==> src/rtl/hazard_ctrl.sv <==
// Hazard controller for the five-stage pipeline: forwarding selects, load-use stall, branch flush.
// Optional build macro HAZARD_PERF_EN adds saturating stall/flush cycle counters.
module hazard_ctrl #(
    parameter int AWIDTH     = 5,
    parameter int NSTAGE     = 3,
    parameter int LOAD_READY = 1,
    parameter int BR_PENALTY = 2,
    parameter int SELW       = 2
) (
    input  logic              h_clk,
    input  logic              h_rst,
    input  logic              h_i_ce,
    input  logic              h_i_valid,
    input  logic [AWIDTH-1:0] h_i_rs,
    input  logic [AWIDTH-1:0] h_i_rt,
    input  logic              h_i_use_rs,
    input  logic              h_i_use_rt,
    input  logic [AWIDTH-1:0] h_i_rd,
    input  logic              h_i_reg_write,
    input  logic              h_i_mem_read,
    input  logic              h_i_change_pc,
    output logic              h_o_stall,
    output logic              h_o_flush,
    output logic              h_o_bubble,
    output logic [SELW-1:0]   h_o_fwd_rs,
    output logic [SELW-1:0]   h_o_fwd_rt,
    output logic [31:0]       h_o_stall_cnt,
    output logic [31:0]       h_o_flush_cnt
);

    localparam int FCW = (BR_PENALTY > 2) ? $clog2(BR_PENALTY) : 1;
    localparam logic [FCW-1:0] FLUSH_RELOAD = FCW'(BR_PENALTY - 1);

    logic [NSTAGE-1:0] r_vld;
    logic [NSTAGE-1:0] r_rw;
    logic [NSTAGE-1:0] r_mr;
    logic [AWIDTH-1:0] r_rd [NSTAGE];
    logic [FCW-1:0]    r_flush_cnt;

    logic [SELW-1:0]   w_sel_rs;
    logic [SELW-1:0]   w_sel_rt;
    logic              w_lu_rs;
    logic              w_lu_rt;
    logic              w_hazard;
    logic              w_flush_cond;

    // Walk oldest to youngest so the youngest match is the one left standing.
    always_comb begin
        w_sel_rs = '0;
        w_sel_rt = '0;
        w_lu_rs  = 1'b0;
        w_lu_rt  = 1'b0;
        for (int k = NSTAGE - 1; k >= 0; k--) begin
            if (h_i_use_rs && (h_i_rs != '0) && r_vld[k] && r_rw[k] && (r_rd[k] == h_i_rs)) begin
                w_sel_rs = SELW'(k + 1);
                w_lu_rs  = r_mr[k] && (k < LOAD_READY);
            end
            if (h_i_use_rt && (h_i_rt != '0) && r_vld[k] && r_rw[k] && (r_rd[k] == h_i_rt)) begin
                w_sel_rt = SELW'(k + 1);
                w_lu_rt  = r_mr[k] && (k < LOAD_READY);
            end
        end
    end

    assign w_hazard     = h_i_valid && (w_lu_rs || w_lu_rt);
    assign w_flush_cond = h_i_change_pc || (r_flush_cnt != '0);

    assign h_o_flush  = h_i_ce && w_flush_cond;
    assign h_o_stall  = h_i_ce && w_hazard && !w_flush_cond;
    assign h_o_bubble = h_o_stall || h_o_flush;

    // Load data not yet available: select the register file rather than a stale stage.
    assign h_o_fwd_rs = (h_i_valid && !w_hazard) ? w_sel_rs : '0;
    assign h_o_fwd_rt = (h_i_valid && !w_hazard) ? w_sel_rt : '0;

    always_ff @(posedge h_clk) begin
        if (h_rst) begin
            r_vld       <= '0;
            r_rw        <= '0;
            r_mr        <= '0;
            r_flush_cnt <= '0;
            for (int k = 0; k < NSTAGE; k++) begin
                r_rd[k] <= '0;
            end
        end else if (h_i_ce) begin
            r_vld[0] <= h_i_valid && !h_o_bubble;
            r_rd[0]  <= h_i_rd;
            r_rw[0]  <= h_i_reg_write;
            r_mr[0]  <= h_i_mem_read;
            for (int k = 1; k < NSTAGE; k++) begin
                r_vld[k] <= r_vld[k-1];
                r_rd[k]  <= r_rd[k-1];
                r_rw[k]  <= r_rw[k-1];
                r_mr[k]  <= r_mr[k-1];
            end
            if (h_i_change_pc) begin
                r_flush_cnt <= FLUSH_RELOAD;
            end else if (r_flush_cnt != '0) begin
                r_flush_cnt <= r_flush_cnt - 1'b1;
            end
        end
    end

`ifdef HAZARD_PERF_EN
    logic [31:0] r_stall_cnt;
    logic [31:0] r_flush_cyc;

    // Stall and flush already include the ce qualification.
    always_ff @(posedge h_clk) begin
        if (h_rst) begin
            r_stall_cnt <= '0;
            r_flush_cyc <= '0;
        end else begin
            if (h_o_stall && (r_stall_cnt != 32'hFFFF_FFFF)) begin
                r_stall_cnt <= r_stall_cnt + 32'd1;
            end
            if (h_o_flush && (r_flush_cyc != 32'hFFFF_FFFF)) begin
                r_flush_cyc <= r_flush_cyc + 32'd1;
            end
        end
    end

    assign h_o_stall_cnt = r_stall_cnt;
    assign h_o_flush_cnt = r_flush_cyc;
`else
    assign h_o_stall_cnt = '0;
    assign h_o_flush_cnt = '0;
`endif

endmodule

==> config.mk <==
export PLATFORM = sky130hd
export DESIGN_NAME = hazard_ctrl
export DESIGN_NICKNAME = d
export VERILOG_FILES = /design/src/rtl/hazard_ctrl.sv
export SDC_FILE = /design/constraint.sdc
export NUM_CORES = 1
export LEC_CHECK = 0
export CORE_MARGIN = 2
export CORE_UTILIZATION = 30
export DETAILED_ROUTE_END_ITERATION = 8
export SYNTH_ARGS = -nofsm -noshare
export SYNTH_HDL_FRONTEND = slang
export SYNTH_SLANG_ARGS = --single-unit
==> constraint.sdc <==
create_clock -name h_clk -period 4.8 [get_ports h_clk]
set_input_delay 1.2 -clock h_clk [delete_from_list [all_inputs] [get_ports h_clk]]
set_output_delay 1.2 -clock h_clk [all_outputs]
set_load 0.02 [all_outputs]
==> impl_metrics.yaml, run 1 <==
setup_path:
  critPathKind: "input pin to output port"
  worst_ep_required_time_ns: 3.60
  worst_setup_path_start_kind: "input pin"
  cp-end-kind: "output port"
  crit_arrival_ns: 3.40
  r2r_slack_ns: 3.15
  path_max_fanout: 4
grt:
  track_usage_pct: 8.812
  grt_max_degree: 17
  grt_pass1_wl_um: 5037
  antenna_found_initial: 0
  overflow: 0
  grt_pass1_vias: 1076
die:
  die_h_um: 83.33
  rows: 28
  dieArea_um2: 6944
  start_util_pct: 31.52
  die_x_um: 83.33
  core_region_area_um2: 5991
  io_pins: 95
drt:
  post_drt_wl_per_cell_um: 10.46
  routed-via-count: 1220
  drc_errors: 0
  postRouteAntennaNets: 0
  drt_iter0_markers: 36
  wl_um: 3231
  drt_pass1_iterations: 4
  viasPerCell: 3.948
timing:
  period_share_pct: 95.89
  fin_ws_ns: 0.1975
  skew_ns: 0.005170
  drv_slew: 0
  fmax_ghz: 0.2173
  worst_pin_slew_ns: 0.7437
  slew_headroom_pct: 50.32
  whs_ns: 0.4962
  hold_viol: 0
  rsz0062_at_grt: "false"
  tns_ns: 0
  finalSetupViolCount: 0
  post-route-min-period_ns: 4.603
clock_tree:
  cts-root-buf: "clkbuf_8"
  clock_sinks: 23
  cts_tree: "done"
  clk_latency_ns: 0.26
  cts_buffer_depth: 2
  htree_levels: 1
  cts_made_buffers: 3
  clk_pin_slew_ns: 0.08
layout:
  layout_common_cells: "conb_1, xnor2_1, clkdlybuf4s50_1"
  fin_cells: 309
  postLayoutCellArea_um2: 2181
  final_util_pct: 36.40
  drive_gt1_share_pct: 12.82
  final_common_cell: "conb_1"
  diodes: 0
  fin_nets: 259
  syn2layout_area_growth_pct: 15.51
  fillCellCount: 598
synthesis:
  syn_area_um2: 1888
  syn_avg_cell_area_um2: 9.885
  synth_seq_cells: 23
  ys_types: 32
  yosysWarnings: 0
  ys_seq_area_share_pct: 32.34
  synth_cells: 191
worst_hold_path:
  hold_class: "flip-flop to flip-flop"
outcome:
  status: "completed"
pwr:
  p_total_mw: 0.4853
  irDropWorstVdd_mv: 0.1448
  p_leak_nw: 0.9079
  power_density_nw_per_um2: 222.5
place:
  numPortBuffers: 30
  hpwl_um: 2706
  placed_cells: 303
  placed_area_um2: 2110
  gp_congestion: 0.7584
  post-place-ws_ns: -0.09054
run:
  maxCapViolations: 0
-- power breakdown --
part / internal [mW] / switching (mW) / leakage (nW) / total [mW]
Sequential: 0.223 / 0.0126 / 0.230 / 0.236
Clock: 0.0578 / 0.0607 / 0.0255 / 0.118
Combinational: 0.0503 / 0.0807 / 0.653 / 0.131
-- critical path, stage by stage --
cell and delay, ns:
clkdlybuf4s50_1 0.57, xnor2_1 0.14, nand4_1 0.18, nor4_4 0.40
o21ai_2 0.12, o21bai_1 0.16, clkdlybuf4s50_1 0.62
-- Yosys cell counts (all sizes together) --
cell type | number | area share [%]
nand4 | 6 | 2.0
or4 | 3 | 1.4
or2 | 1 | 0.33
edfxtp | 15 | 24
xor2 | 2 | 0.93
nor2 | 7 | 1.4
o21ai | 3 | 1.8
dfxtp | 8 | 8.5
inv | 2 | 0.40
buf | 64 | 25
nor2b | 3 | 0.99
clkbuf | 3 | 0.60
o21a | 2 | 0.86
conb | 1 | 0.20
o21bai | 1 | 0.40
and2 | 15 | 5.0
nand3 | 4 | 1.1
a2111oi | 2 | 2.3
nand2 | 2 | 0.40
nor3 | 4 | 1.6
xnor2 | 28 | 13
o22ai | 1 | 0.33
a21oi | 2 | 0.53
mux2i | 7 | 3.7
or3 | 2 | 0.66
nor4 | 3 | 2.5
-- cell type report --
class                      instances  area (um^2)  area share [%]
timing repair buffer              43        399.1           18.30
clock inverter                     1        5.005          0.2295
inverter                           2        7.507          0.3442
tap                               75        93.84           4.303
sequential                        23        610.6           28.00
multi-input combinational        162         1023           46.93
clock buffer                       3        41.29           1.893
-- per-layer routing --
metal / track usage (%) / wire length [um]
met1: 11.21 / 1350
met2: 15.25 / 1613
met3: 1.193 / 229
met4: 2.981 / 38
met5: 0 / 0
-- what timing repair did --
action                     CTS  global route
pin swaps                    1             2
setup endpoints to repair    5             2
hold buffers                 0             0
setup buffers                0             2
resized for setup            4             2
-- state kept, by name, indices dropped and copies added (netlist names) --
register     count
r_mr             1
r_vld            3
r_rw             3
r_flush_cnt      1
r_rd            15
-- cell families after synthesis --
group / synth area share, %
xor gates and xnor gates: 13.92
buffers and inverters: 26.44
AOI/OAI and AO/OA: 6.164
DFF: 32.34
other: 0.1986
and+or+nand+nor: 17.23
muxes: 3.711
-- path summary, 6_finish.rpt --
| kind | from | end | cells after the start |
|---|---|---|---|
| worst max-delay path | h_i_rs[2] | h_o_bubble | 7 |
| worst min-delay path | r_vld[0] | r_vld[0] | 2 |
| worst max register to register | r_rd[0][1] | r_vld[0] | 5 |
| worst min register to register | r_vld[0] | r_vld[0] | 2 |
No activity file was read; power rests on OpenSTA's default activity.
==> inputs of run 2 (changes only) <==
ABC_AREA = 1   (was default)
clock period = 5.7 ns   (was 4.8 ns; I/O delays follow)
==> run 2 against run 1 <==
Against the previous run:
- clock skew shrank 0.0023 ns
- routed wire length up 21%
- setup slack improved by 0.68 ns
- register-to-register slack improved by 1.2 ns
- core utilization decreased by 2.5 points
- power shrank 16%
- combinational power is 17% lower
- final cell count rose by 23%
- critical endpoint is now h_o_fwd_rt[0]
==> impl_metrics.yaml, run 2 <==
die:
  rows: 29
  start_util_pct: 30.90
  dieArea_um2: 7163
  io_pins: 95
  die_x_um: 84.64
  die_h_um: 84.64
  core_region_area_um2: 6314
layout:
  top_register: "r_rd"
  fin_nets: 329
  final_common_cell: "conb_1"
  top_regs: "r_rd (15), r_rw (3), r_vld (3)"
  diodes: 0
  syn2layout_area_growth_pct: 9.686
  layout_common_cells: "conb_1, nand2_1, nor2_1"
  largest_reg_flops: 15
  drive_gt1_share_pct: 7.566
  postLayoutCellArea_um2: 2140
setup_path:
  r2r_start: "r_rd[0][1]"
  critical_path.n_buffers_inverters: 3
  reg2reg_depth: 9
  crit_arrival_ns: 3.39
  crit_top_cell: "nand2_2"
  r2r_slack_ns: 4.33
  crit-reg2reg-capture: "r_vld[0]"
  slowest_stage: "clkdlybuf4s50_1"
  cp.depth: 11
  cp-end-kind: "output port"
  critPathKind: "input pin to output port"
  critical_path.cell_chain: "clkdlybuf4s50_1 -> nor2_1 -> nand3_1 -> nand2_1 -> inv_2 -> nand3_2 -> nand2_2 -> nand2_2 -> nand2_2 -> a21oi_1 -> clkdlybuf4s50_1"
  worst_ep_required_time_ns: 4.28
  slowest_delay_ns: 0.62
  startpoint: "h_i_rt[3]"
  path_delay_family: "buffers and inverters"
  worst_setup_path_start_kind: "input pin"
  path_max_fanout: 7
timing:
  drv_slew: 0
  slew_headroom_pct: 47.59
  period_share_pct: 84.56
  post-route-min-period_ns: 4.820
  finalSetupViolCount: 0
  tns_ns: 0
  fmax_ghz: 0.2075
  whs_ns: 0.4639
  hold_viol: 0
  rsz0062_at_grt: "false"
  skew_ns: 0.002896
  worst_pin_slew_ns: 0.7861
clock_tree:
  cts-root-buf: "clkbuf_8"
  htree_levels: 1
  cts_buffer_depth: 2
  post_cts_buffers: 0
  clk_pin_slew_ns: 0.08
  cts_resized: 0
  cts_tree: "done"
  clk_latency_ns: 0.26
  clock_sinks: 23
  cts_made_buffers: 3
  ctsHoldBuffers: 0
synthesis:
  async_reset_ff_share_pct: 0
  yosysMostFrequentCell: "buf_4"
  synth-edff-count: 15
  syn_avg_cell_area_um2: 7.145
  synth_top_cell_by_area: "buf_4"
  ys_seq_area_share_pct: 31.30
  muxShareOfSynthArea_pct: 0
  yosys.area_share.xor_xnor_pct: 3.592
  synth_compound_area_share_pct: 5.452
  yosys.area_share.simple_pct: 27.07
  synth_fa_ha_area_share_pct: 0
  yosys-top-cells-area: "buf_4, edfxtp_1, nand2_1"
  synth-main-ff-cell: "edfxtp_1"
  synth_top_family_by_area: "buffers and inverters"
  syn_area_um2: 1951
  netlist.area_leader.share_pct: 24.63
  yosysWarnings: 0
  netlist_top_cells_count: "buf_4, nand2_1, nor2_1"
  synth_cells: 273
  synth_seq_cells: 23
  ys_types: 28
worst_hold_path:
  whs_endpoint: "r_rw[2]"
  holdPathStages: 2
  hold_class: "flip-flop to flip-flop"
  min_from: "r_rw[2]"
grt:
  grt_pass1_wl_um: 6341
  antenna_found_initial: 0
  overflow: 0
  grt_max_degree: 22
  grt_pass1_vias: 1355
  track_usage_pct: 10.85
pwr:
  clockPowerShare_pct: 25.4
  swShare_pct: 33.88
  p_leak_nw: 0.9857
  pwr-share-seq_pct: 47.8
  power_frac_comb_pct: 26.8
  irDropWorstVdd_mv: 0.1353
  power.switching_mw: 0.1382
  p_int_mw: 0.2696
  power_density_nw_per_um2: 190.6
  p_total_mw: 0.4078
drt:
  viasPerCell: 3.997
  drc_errors: 0
  routed-via-count: 1523
  postRouteAntennaNets: 0
  post_drt_wl_per_cell_um: 10.26
  drt_iter0_markers: 51
  drt_pass1_iterations: 4
  wl_um: 3908
place:
  numPortBuffers: 30
  gp_congestion: 0.8489
  placed_area_um2: 2095
  hpwl_um: 3135
outcome:
  status: "completed"
run:
  maxCapViolations: 0
==> run 2: cell count changes in the layout (fill, tap and decap cells not counted), moves of 7 or more <==
cell and change:
and2_1 -15, xnor2_1 -21, buf_4 -13, nor2_1 +30
mux2i_1 -7, nand2_1 +53, inv_1 +28, inv_2 +8
==> run 2: metal layers <==
| metal | wire [um] | vias up | GRT usage (%) |
|---|---|---|---|
| li1 | - | 776 | - |
| met2 | 1816 | 76 | 18.61 |
| met3 | 351 | 2 | 3.147 |
| met5 | 0 | - | 0 |
| met1 | 1724 | 669 | 13.79 |
| met4 | 15 | 0 | 1.732 |
==> run 2: logic make-up after synthesis <==
logic type,after synthesis
simple gates,119
buf+inv,104
flops,23
compound gates,18
xor+xnor,8
other cells,1
==> run 2: worst max-delay path by stage <==
stage	end	slack, ns
after global routing	h_o_fwd_rs[1]	0.69
after detailed placement	h_o_fwd_rt[0]	0.88
after floorplan	h_o_fwd_rs[0]	1.96
after global placement	h_o_fwd_rt[0]	0.87
final	h_o_fwd_rt[0]	0.88
after CTS	h_o_fwd_rt[0]	0.86
==> run 2: area by class of cell <==
type                            instances  area [um^2]
Fill cell                             675         4174
Clock buffer                            4        45.04
Inverter                               38        142.6
Sequential cell                        23        610.6
Tap cell                               77        96.34
Timing Repair Buffer                   30        300.3
Multi-Input combinational cell        209        944.7
==> run 2: worst reg2reg max path: stages (launching register included) <==
cell and delay [ns]:
edfxtp_1 0.42, inv_1 0.08, nand2_1 0.06, o21ai_1 0.07
nor2_1 0.19, nand3_2 0.13, nand2_2 0.11, nand3_2 0.10
nand3_2 0.08, nand2_1 0.05
==> run 2: per-stage QoR <==
step,setup WS [ns],std cells,util (%)
CTS,0.8648,381,33.89
floorplan,1.959,336,-
finish,0.8802,381,33.89
detailed placement,0.8808,377,33.17
global route,0.6916,381,33.89
global placement,0.8658,377,33.17
==> run 2: power by group through the flow <==
stage | Clock [mW] | Sequential [mW] | Combinational (mW)
floorplan | 0 | 0.197 | 0.110
global placement | 0 | 0.198 | 0.109
detailed placement | 0 | 0.199 | 0.109
CTS | 0.109 | 0.195 | 0.109
global route | 0.113 | 0.196 | 0.121
finish | 0.104 | 0.195 | 0.109
